**src/rtl/vec_sram_ctrl.sv**
```systemverilog
// Vector-to-scalar SRAM access sequencer: splits one 128-bit vector load/store
// into LANES single-word accesses on a single-port SRAM and gathers load data.
module vec_sram_ctrl #(
  parameter int WIDTH  = 32,
  parameter int AWIDTH = 30,
  parameter int LANES  = 4
) (
  input  logic                    clk,
  input  logic                    rst,
  input  logic                    req_valid,
  output logic                    req_ready,
  input  logic                    req_we,
  input  logic [AWIDTH-1:0]       req_addr,
  input  logic [LANES-1:0]        req_mask,
  input  logic [WIDTH*LANES-1:0]  req_wdata,
  output logic                    rsp_valid,
  input  logic                    rsp_ready,
  output logic                    rsp_we,
  output logic [WIDTH*LANES-1:0]  rsp_rdata,
  output logic                    sram_cs,
  output logic                    sram_rw,
  output logic [AWIDTH-1:0]       sram_addr,
  output logic [WIDTH-1:0]        sram_din,
  input  logic [WIDTH-1:0]        sram_dout
);

  localparam int LG = $clog2(LANES);
  localparam int VW = WIDTH * LANES;

  typedef enum logic [1:0] {IDLE, ACCESS, RESP} state_e;

  state_e            state_q, state_d;
  logic [LG-1:0]     beat_q, beat_d;
  logic              we_q, we_d;
  logic [LANES-1:0]  mask_q, mask_d;
  logic [VW-1:0]     wdata_q, wdata_d;
  logic [VW-1:0]     rdata_q, rdata_d;
  logic              cs_q, cs_d;
  logic              rw_q, rw_d;
  logic [AWIDTH-1:0] addr_q, addr_d;
  logic [WIDTH-1:0]  din_q, din_d;

  // Lanes are big-endian: lane 0 (lowest address) sits in the MSBs.
  function automatic logic [WIDTH-1:0] lane_of(input logic [VW-1:0] v,
                                               input logic [LG-1:0] i);
    return v[WIDTH*(LANES-1-int'(i)) +: WIDTH];
  endfunction

  assign req_ready = (state_q == IDLE) && !rst;
  assign rsp_valid = (state_q == RESP);
  assign rsp_we    = we_q;
  assign rsp_rdata = rdata_q;
  assign sram_cs   = cs_q;
  assign sram_rw   = rw_q;
  assign sram_addr = addr_q;
  assign sram_din  = din_q;

  always_comb begin
    // NOTE: every signal gets its hold value first, so no path can infer a latch.
    state_d = state_q;
    beat_d  = beat_q;
    we_d    = we_q;
    mask_d  = mask_q;
    wdata_d = wdata_q;
    rdata_d = rdata_q;
    cs_d    = cs_q;
    rw_d    = rw_q;
    addr_d  = addr_q;
    din_d   = din_q;

    unique case (state_q)
      IDLE: begin
        if (req_valid && req_ready) begin
          state_d = ACCESS;
          beat_d  = '0;
          we_d    = req_we;
          mask_d  = req_mask;
          wdata_d = req_wdata;
          rdata_d = '0;
          // Beat 0 goes out on the acceptance edge; base is vector-aligned.
          cs_d    = req_we ? req_mask[0] : 1'b1;
          rw_d    = !req_we;
          addr_d  = req_addr & ~AWIDTH'(LANES - 1);
          din_d   = lane_of(req_wdata, '0);
        end
      end

      ACCESS: begin
        if (!we_q) begin
          rdata_d[WIDTH*(LANES-1-int'(beat_q)) +: WIDTH] = sram_dout;
        end
        if (beat_q == LG'(LANES - 1)) begin
          state_d = RESP;
          cs_d    = 1'b0;
          rw_d    = 1'b1;
        end else begin
          // Aligned base means the increment never carries past the vector.
          beat_d = beat_q + LG'(1);
          cs_d   = we_q ? mask_q[beat_d] : 1'b1;
          addr_d = addr_q + AWIDTH'(1);
          din_d  = lane_of(wdata_q, beat_d);
        end
      end

      RESP: begin
        if (rsp_ready) begin
          state_d = IDLE;
        end
      end

      default: state_d = IDLE;
    endcase
  end

  always_ff @(posedge clk) begin
    // NOTE: sequential state uses non-blocking (<=) so all flops update together.
    if (rst) begin
      state_q <= IDLE;
      beat_q  <= '0;
      we_q    <= 1'b0;
      mask_q  <= '0;
      wdata_q <= '0;
      rdata_q <= '0;
      cs_q    <= 1'b0;
      rw_q    <= 1'b1;
      addr_q  <= '0;
      din_q   <= '0;
    end else begin
      state_q <= state_d;
      beat_q  <= beat_d;
      we_q    <= we_d;
      mask_q  <= mask_d;
      wdata_q <= wdata_d;
      rdata_q <= rdata_d;
      cs_q    <= cs_d;
      rw_q    <= rw_d;
      addr_q  <= addr_d;
      din_q   <= din_d;
    end
  end

endmodule

```
**config.mk**
```make
export PLATFORM = sky130hd
export DESIGN_NAME = vec_sram_ctrl
export DESIGN_NICKNAME = d
export VERILOG_FILES = /design/src/rtl/vec_sram_ctrl.sv
export SDC_FILE = /design/constraint.sdc
export NUM_CORES = 1
export LEC_CHECK = 0
export ABC_AREA = 1
export CAP_MARGIN = 30
export CORE_ASPECT_RATIO = 0.6
export CORE_MARGIN = 5
export CORE_UTILIZATION = 50
export CTS_BUF_LIST = sky130_fd_sc_hd__clkbuf_4 sky130_fd_sc_hd__clkbuf_8
export CTS_CLUSTER_SIZE = 14
export DETAILED_ROUTE_END_ITERATION = 8
export PLACE_DENSITY = 0.78
export SETUP_SLACK_MARGIN = 0.02
export SLEW_MARGIN = 20
export SYNTH_ARGS = -nofsm -noshare
export SYNTH_HDL_FRONTEND = slang
export SYNTH_SLANG_ARGS = --single-unit
```
**constraint.sdc**
```tcl
create_clock -name clk -period 2.7 [get_ports clk]
set_input_delay 0.27 -clock clk [delete_from_list [all_inputs] [get_ports clk]]
set_output_delay 0.27 -clock clk [all_outputs]
set_load 0.005 [all_outputs]
```
==> results of run 1 <==
## per-layer routing
| layer | GRT usage [%] | up-vias |
|---|---|---|
| met4 | 8.894 | 2 |
| met5 | 0 | - |
| met2 | 44.72 | 716 |
| met1 | 42.34 | 7210 |
| li1 | - | 7507 |
| met3 | 7.976 | 103 |
## critical path, stage by stage, from the launching register on
cell and delay [ps]:
dfxtp_1 380, inv_1 100, ha_2 350, inv_1 90, nor2_1 240, nand2_1 570
nor2_1 280, nand3_1 110, a21oi_1 150
## report_power, final
part / switching [mW] / total (mW) / leakage [nW] / internal [mW]
clock network: 1.93 / 4.20 / 0.530 / 2.28
logic: 1.25 / 2.27 / 4.46 / 1.02
registers: 0.222 / 5.43 / 2.70 / 5.21
total: 3.40 / 11.9 / 7.69 / 8.50
## synthesized netlist by cell type, types with 2 or more instances
library cell,count,area (um^2)
nor3_1,30,150.1
nand4_1,2,12.51
inv_2,5,18.77
o22ai_1,2,12.51
ha_1,6,75.07
o31ai_1,4,30.03
nor3b_1,3,22.52
dfxtp_1,329,6586
or2_2,4,25.02
o21ai_2,2,17.52
nand3_1,175,875.8
a21oi_1,270,1351
buf_1,8,30.03
o21ai_0,229,1146
inv_1,158,593.1
nor2_1,184,690.7
buf_2,27,135.1
nand2_1,470,1764
clkbuf_1,121,454.2
nand3b_1,27,202.7
a31oi_1,23,143.9
a211oi_1,8,60.06
## worst min path at each step
| stage | startpoint | end | slack [ps] | cells past startpoint |
|---|---|---|---|---|
| 2_1_floorplan | req_mask[2] | mask_q[2] | 380 | 2 |
| 3_3_place_gp | rsp_rdata[107] | rsp_rdata[107] | 430 | 2 |
| 3_5_place_dp | rsp_rdata[106] | rsp_rdata[106] | 440 | 2 |
| 4_1_cts | req_wdata[0] | wdata_q[0] | 190 | 3 |
| 5_1_grt | req_wdata[45] | wdata_q[45] | 190 | 3 |
| 6_report | req_wdata[88] | wdata_q[88] | 220 | 3 |
## sequential cells by signal, indices dropped and copies added (netlist names)
register and flops:
sram_addr 30, sram_din 32, rsp_rdata 128, sram_rw 1
sram_cs 1, mask_q 4, rsp_we 1, wdata_q 128
state_q 2, beat_q 2
## area by class of cell
cell class	count	area, um^2
flip-flops and latches	329	6590
diodes	5	12.51
multi-input cells	1449	6703
clock inverters	3	17.52
repair buffers	420	4229
well taps	375	469.2
fillers	2464	9030
inverters	163	616.8
clock buffers	78	979.7
## cells by family after synthesis
family                   after synthesis  share of synthesized area (%)
adder cells (fa/ha/maj)                6                         0.5175
AO/OA/AOI/OAI                        542                          19.32
buffers and inverters                320                          8.538
flip-flops                           329                          45.40
AND/OR/NAND/NOR                      901                          26.23
## metrics by stage
step           utilization [%]  hold WS [ps]  setup slack [ps]  instance area (um^2)  std cells
2_1_floorplan                -         380.5             483.2                 14510       2098
3_3_place_gp             64.95         434.3             462.8                 18610       2736
3_5_place_dp             64.95         438.6             406.4                 18610       2736
4_1_cts                  68.44         185.7             401.0                 19610       2817
5_1_grt                  68.46         191.6             110.9                 19610       2820
6_report                 68.48         216.3             359.1                 19620       2822
==> flow_metrics.tcl, run 1 <==
set metrics [dict create \
    start_util_pct 50.64 \
    coreArea_mm2 0.02865 \
    gp_congestion 0.9619 \
    max_freq_mhz 427.2 \
    maxUsedRoutingLayer "met5" \
    finalHoldViolations 0 \
    async_reset_ff_share_pct 0 \
    layout.nets 2617 \
    clock-sinks 329 \
    cts_tree "done" \
    synth_nets 2303 \
    status "complete, no violations" \
    clk_pin_slew_ps 70 \
    path_max_fanout 23 \
    total_leakage_power_nw 7.687 \
    worstSetupEndpointType "flop" \
    finalPower_mw 11.91 \
    rows 48 \
    syn2layout_area_growth_pct 35.22 \
    synth-main-ff-cell "dfxtp_1" \
    cts_resized 0 \
    skew_ps 23.32 \
    wl_per_cell_um 18.17 \
    syn_area_mm2 0.01451 \
    p_per_area_mw_per_mm2 606.9 \
    grt_pass1_wl_um 78770 \
    grt_pass1_vias 14220 \
    drt-met1-wl_um 22450 \
    firstDrtPassIters 5 \
    io_pins 394 \
    synth_seq_cells 329 \
    antenna_found_initial 4 \
    io_buffers 391 \
    grt_max_degree 212 \
    ir_drop_v 0.0003814 \
    finalCritPeriodShare_pct 86.70 \
    drive_above_1_share_pct 5.405 \
    slew_headroom_pct 40.74 \
    met2_wirelength_um 22270 \
    cts-root-buf "clkbuf_8" \
    drt_iter0_markers 1480 \
    startpoint "beat_q[1]" \
    h-tree-depth 2 \
    critPathRequiredTime_ps 3220 \
    grt_overflow 0 \
    dieArea_mm2 0.03263 \
    final_common_cell "nand2_1" \
    criticalPathCategory "flop to flop" \
    viasPerCell 5.506 \
    dieWidth_um 229.9 \
    synth_edf_count 0 \
    final_antenna_net_count 0 \
    yosys.cell_types.count 33 \
    syn_inst 2098 \
    cap_violations 0 \
    start_kind "flop" \
    grt_usage_pct 29.75 \
    finalSetupTns_ps 0 \
    drc 0 \
    crit_path_end "rsp_rdata[45]" \
    yosys_warnings 0 \
    vias 15540 \
    rrSetupSlack_ps 360 \
    final-max-slew-violation-count 0 \
    rsz0062_at_grt "false" \
    worstMarginPinSlew_ps 886.7 \
    die_h_um 141.9 \
    r2r_end "rsp_rdata[45]" \
    r2r_cells 8 \
    layout_common_cells "nand2_1 (469), clkdlybuf4s50_1 (390), dfxtp_1 (328), a21oi_1 (270), o21ai_0 (229)" \
    cts_buffers 49 \
    setup_viol 0 \
    hold_buffers 0 \
    wl_um 51270 \
    wl_met3_um 5084 \
    crit_arrival_ps 2860 \
    clk-insertion-delay-late_ps 600 \
    avgSynthCellArea_um2 6.915 \
    ys_seq_area_share_pct 45.40 \
    reg2reg_from "beat_q[1]" \
    cts.path.max_buffers 3 \
    min_period_ps 2341 \
    cts_setup_buffers 0 \
    dp_hpwl_um 35510 \
    min_path_type "input pin to flop" \
]
No activity file was read; power rests on OpenSTA's default activity.
==> inputs of run 2 (changes only) <==
--- a/config.mk
+++ b/config.mk
@@ -9,11 +9,12 @@
 export CAP_MARGIN = 30
 export CORE_ASPECT_RATIO = 0.6
 export CORE_MARGIN = 5
-export CORE_UTILIZATION = 50
+export CORE_UTILIZATION = 35
 export CTS_BUF_LIST = sky130_fd_sc_hd__clkbuf_4 sky130_fd_sc_hd__clkbuf_8
+export CTS_CLUSTER_DIAMETER = 120
 export CTS_CLUSTER_SIZE = 14
 export DETAILED_ROUTE_END_ITERATION = 8
-export PLACE_DENSITY = 0.78
+export PLACE_DENSITY = 0.57
 export SETUP_SLACK_MARGIN = 0.02
 export SLEW_MARGIN = 20
 export SYNTH_ARGS = -nofsm -noshare
==> run 2 against run 1 <==
  * Routed wire length increased by 6.0%
  * Maximum frequency decreased by 4.9%
  * Power decreased by 14%
  * Cell count increased by 4.6%
  * Critical path type unchanged
  * Highest routed layer is now met4
==> flow_metrics.tcl, run 2 (synthesis results as in run 1) <==
set metrics [dict create \
    crit_arrival_ps 3000 \
    min_period_ps 2461 \
    drt_iter0_markers 1342 \
    crit_path_max_incr_delay_ps 740 \
    drive_above_1_share_pct 3.226 \
    p_comb_share_pct 22.1 \
    start_kind "flop" \
    final_antenna_net_count 0 \
    dieArea_mm2 0.04576 \
    min_path_type "input pin to flop" \
    io_buffers 391 \
    dp_hpwl_um 36980 \
    cap_violations 0 \
    path_max_fanout 36 \
    gp_congestion 0.8850 \
    worstMarginPinSlew_ps 959.0 \
    ir_drop_v 0.0002970 \
    wl_per_cell_um 18.41 \
    wl_met3_um 3468 \
    grt_usage_pct 22.49 \
    cts_buffers 27 \
    finalSetupTns_ps 0 \
    finalCritPeriodShare_pct 91.16 \
    grt_max_degree 212 \
    drt-met1-wl_um 24820 \
    worstSetupEndpointType "flop" \
    rows 57 \
    cts.path.max_buffers 3 \
    coreArea_mm2 0.04072 \
    cts_tree "done" \
    viasPerCell 5.114 \
    max_freq_mhz 406.3 \
    cts-root-buf "clkbuf_8" \
    die_h_um 167.7 \
    switching_share_pct 30.51 \
    switching_power_mw 3.131 \
    total_leakage_power_nw 7.335 \
    nFillCells 4160 \
    grt_overflow 0 \
    syn2layout_area_growth_pct 32.37 \
    p_int_mw 7.133 \
    clk-insertion-delay-late_ps 610 \
    dieWidth_um 272.8 \
    setup_viol 0 \
    wl_um 54330 \
    vias 15090 \
    p_seq_share_pct 52.8 \
    antenna_found_initial 4 \
    cp_slowest_cell "o21ai_4" \
    criticalPathCategory "flop to flop" \
    skew_ps 24.25 \
    cts_setup_buffers 0 \
    crit_path_frequent_cell "o21ai_4" \
    finalPower_mw 10.26 \
    clockPowerShare_pct 25.1 \
    critPathRequiredTime_ps 3240 \
    maxUsedRoutingLayer "met4" \
    io_pins 394 \
    h-tree-depth 1 \
    layout_common_cells "nand2_1 (469), clkdlybuf4s50_1 (390), dfxtp_1 (328), a21oi_1 (270), o21ai_0 (229)" \
    clock-sinks 329 \
    p_per_area_mw_per_mm2 534.5 \
    hold_buffers 0 \
    cts_resized 0 \
    grt_pass1_vias 14080 \
    finalHoldViolations 0 \
    clk_pin_slew_ps 110 \
    drc 0 \
    start_util_pct 35.63 \
    crit_chain "inv_1 > nand2_4 > o21ai_4 > o21ai_4 > buf_12 > nand3b_1 > a21oi_1" \
    final-max-slew-violation-count 0 \
    met2_wirelength_um 24380 \
    status "complete, no violations" \
    final_common_cell "nand2_1" \
    slew_headroom_pct 36.07 \
    grt_pass1_wl_um 83000 \
    rsz0062_at_grt "false" \
    layout.nets 2592 \
    firstDrtPassIters 6 \
]
run 2: worst max-delay path: cells and delay by family (launching register included):
kind            cells  cell delay [ps]
compound gates      3             1290
flops               1              330
buf+inv             2              460
simple gates        2              280
run 2: path summary, 6_finish.rpt:
check	slack [ps]	cells past startpoint	end	start
max	240	7	rsp_rdata[16]	state_q[1]
min	190	3	wdata_q[9]	req_wdata[9]
max reg2reg	240	7	rsp_rdata[16]	state_q[1]
min reg2reg	450	2	rsp_rdata[107]	rsp_rdata[107]
run 2: power groups by stage:
stage | Combinational (mW) | Sequential [mW] | Clock (mW)
6_report | 2.27 | 5.42 | 2.57
5_1_grt | 2.51 | 5.47 | 2.85
4_1_cts | 2.28 | 5.42 | 2.68
3_5_place_dp | 2.27 | 5.53 | 0
3_3_place_gp | 2.25 | 5.52 | 0
2_1_floorplan | 1.12 | 5.49 | 0
run 2: area by class of cell:
| class | instances | area, um^2 | area share (%) |
|---|---|---|---|
| antenna | 4 | 10.01 | 0.05212 |
| timing repair buffer | 417 | 4194 | 21.84 |
| sequential | 329 | 6590 | 34.32 |
| inverter | 163 | 618.1 | 3.219 |
| clock buffer | 28 | 379.1 | 1.974 |
| clock inverter | 1 | 8.758 | 0.04561 |
| multi-input combinational | 1449 | 6703 | 34.90 |
| tap | 560 | 700.7 | 3.649 |
run 2: stage by stage:
step                util, %  instance area, um^2  cells  hold slack [ps]  setup WS [ps]
finish                47.16                19200   2951            193.7          238.7
global route          47.16                19200   2951            166.4          43.53
CTS                   47.13                19190   2947            144.6          210.8
detailed placement    46.18                18810   2918            438.9          238.3
floorplan                 -                14510   2098            380.5          483.2
global placement      46.18                18810   2918            435.9          282.1
run 2: metal layers:
layer | track usage [%] | vias up
li1 | - | 7431
met1 | 31.83 | 7090
met5 | 0 | -
met4 | 6.630 | 0
met2 | 35.32 | 494
met3 | 3.876 | 75
==> inputs of run 3 (changes only) <==
--- a/config.mk
+++ b/config.mk
@@ -6,7 +6,8 @@
 export NUM_CORES = 1
 export LEC_CHECK = 0
 export ABC_AREA = 1
-export CAP_MARGIN = 30
+export ABC_CLOCK_PERIOD_IN_PS = 2700
+export CAP_MARGIN = 25
 export CORE_ASPECT_RATIO = 0.6
 export CORE_MARGIN = 5
 export CORE_UTILIZATION = 35
==> results of run 3 <==
Final layout, timing and power as in run 2 (identical DEF).
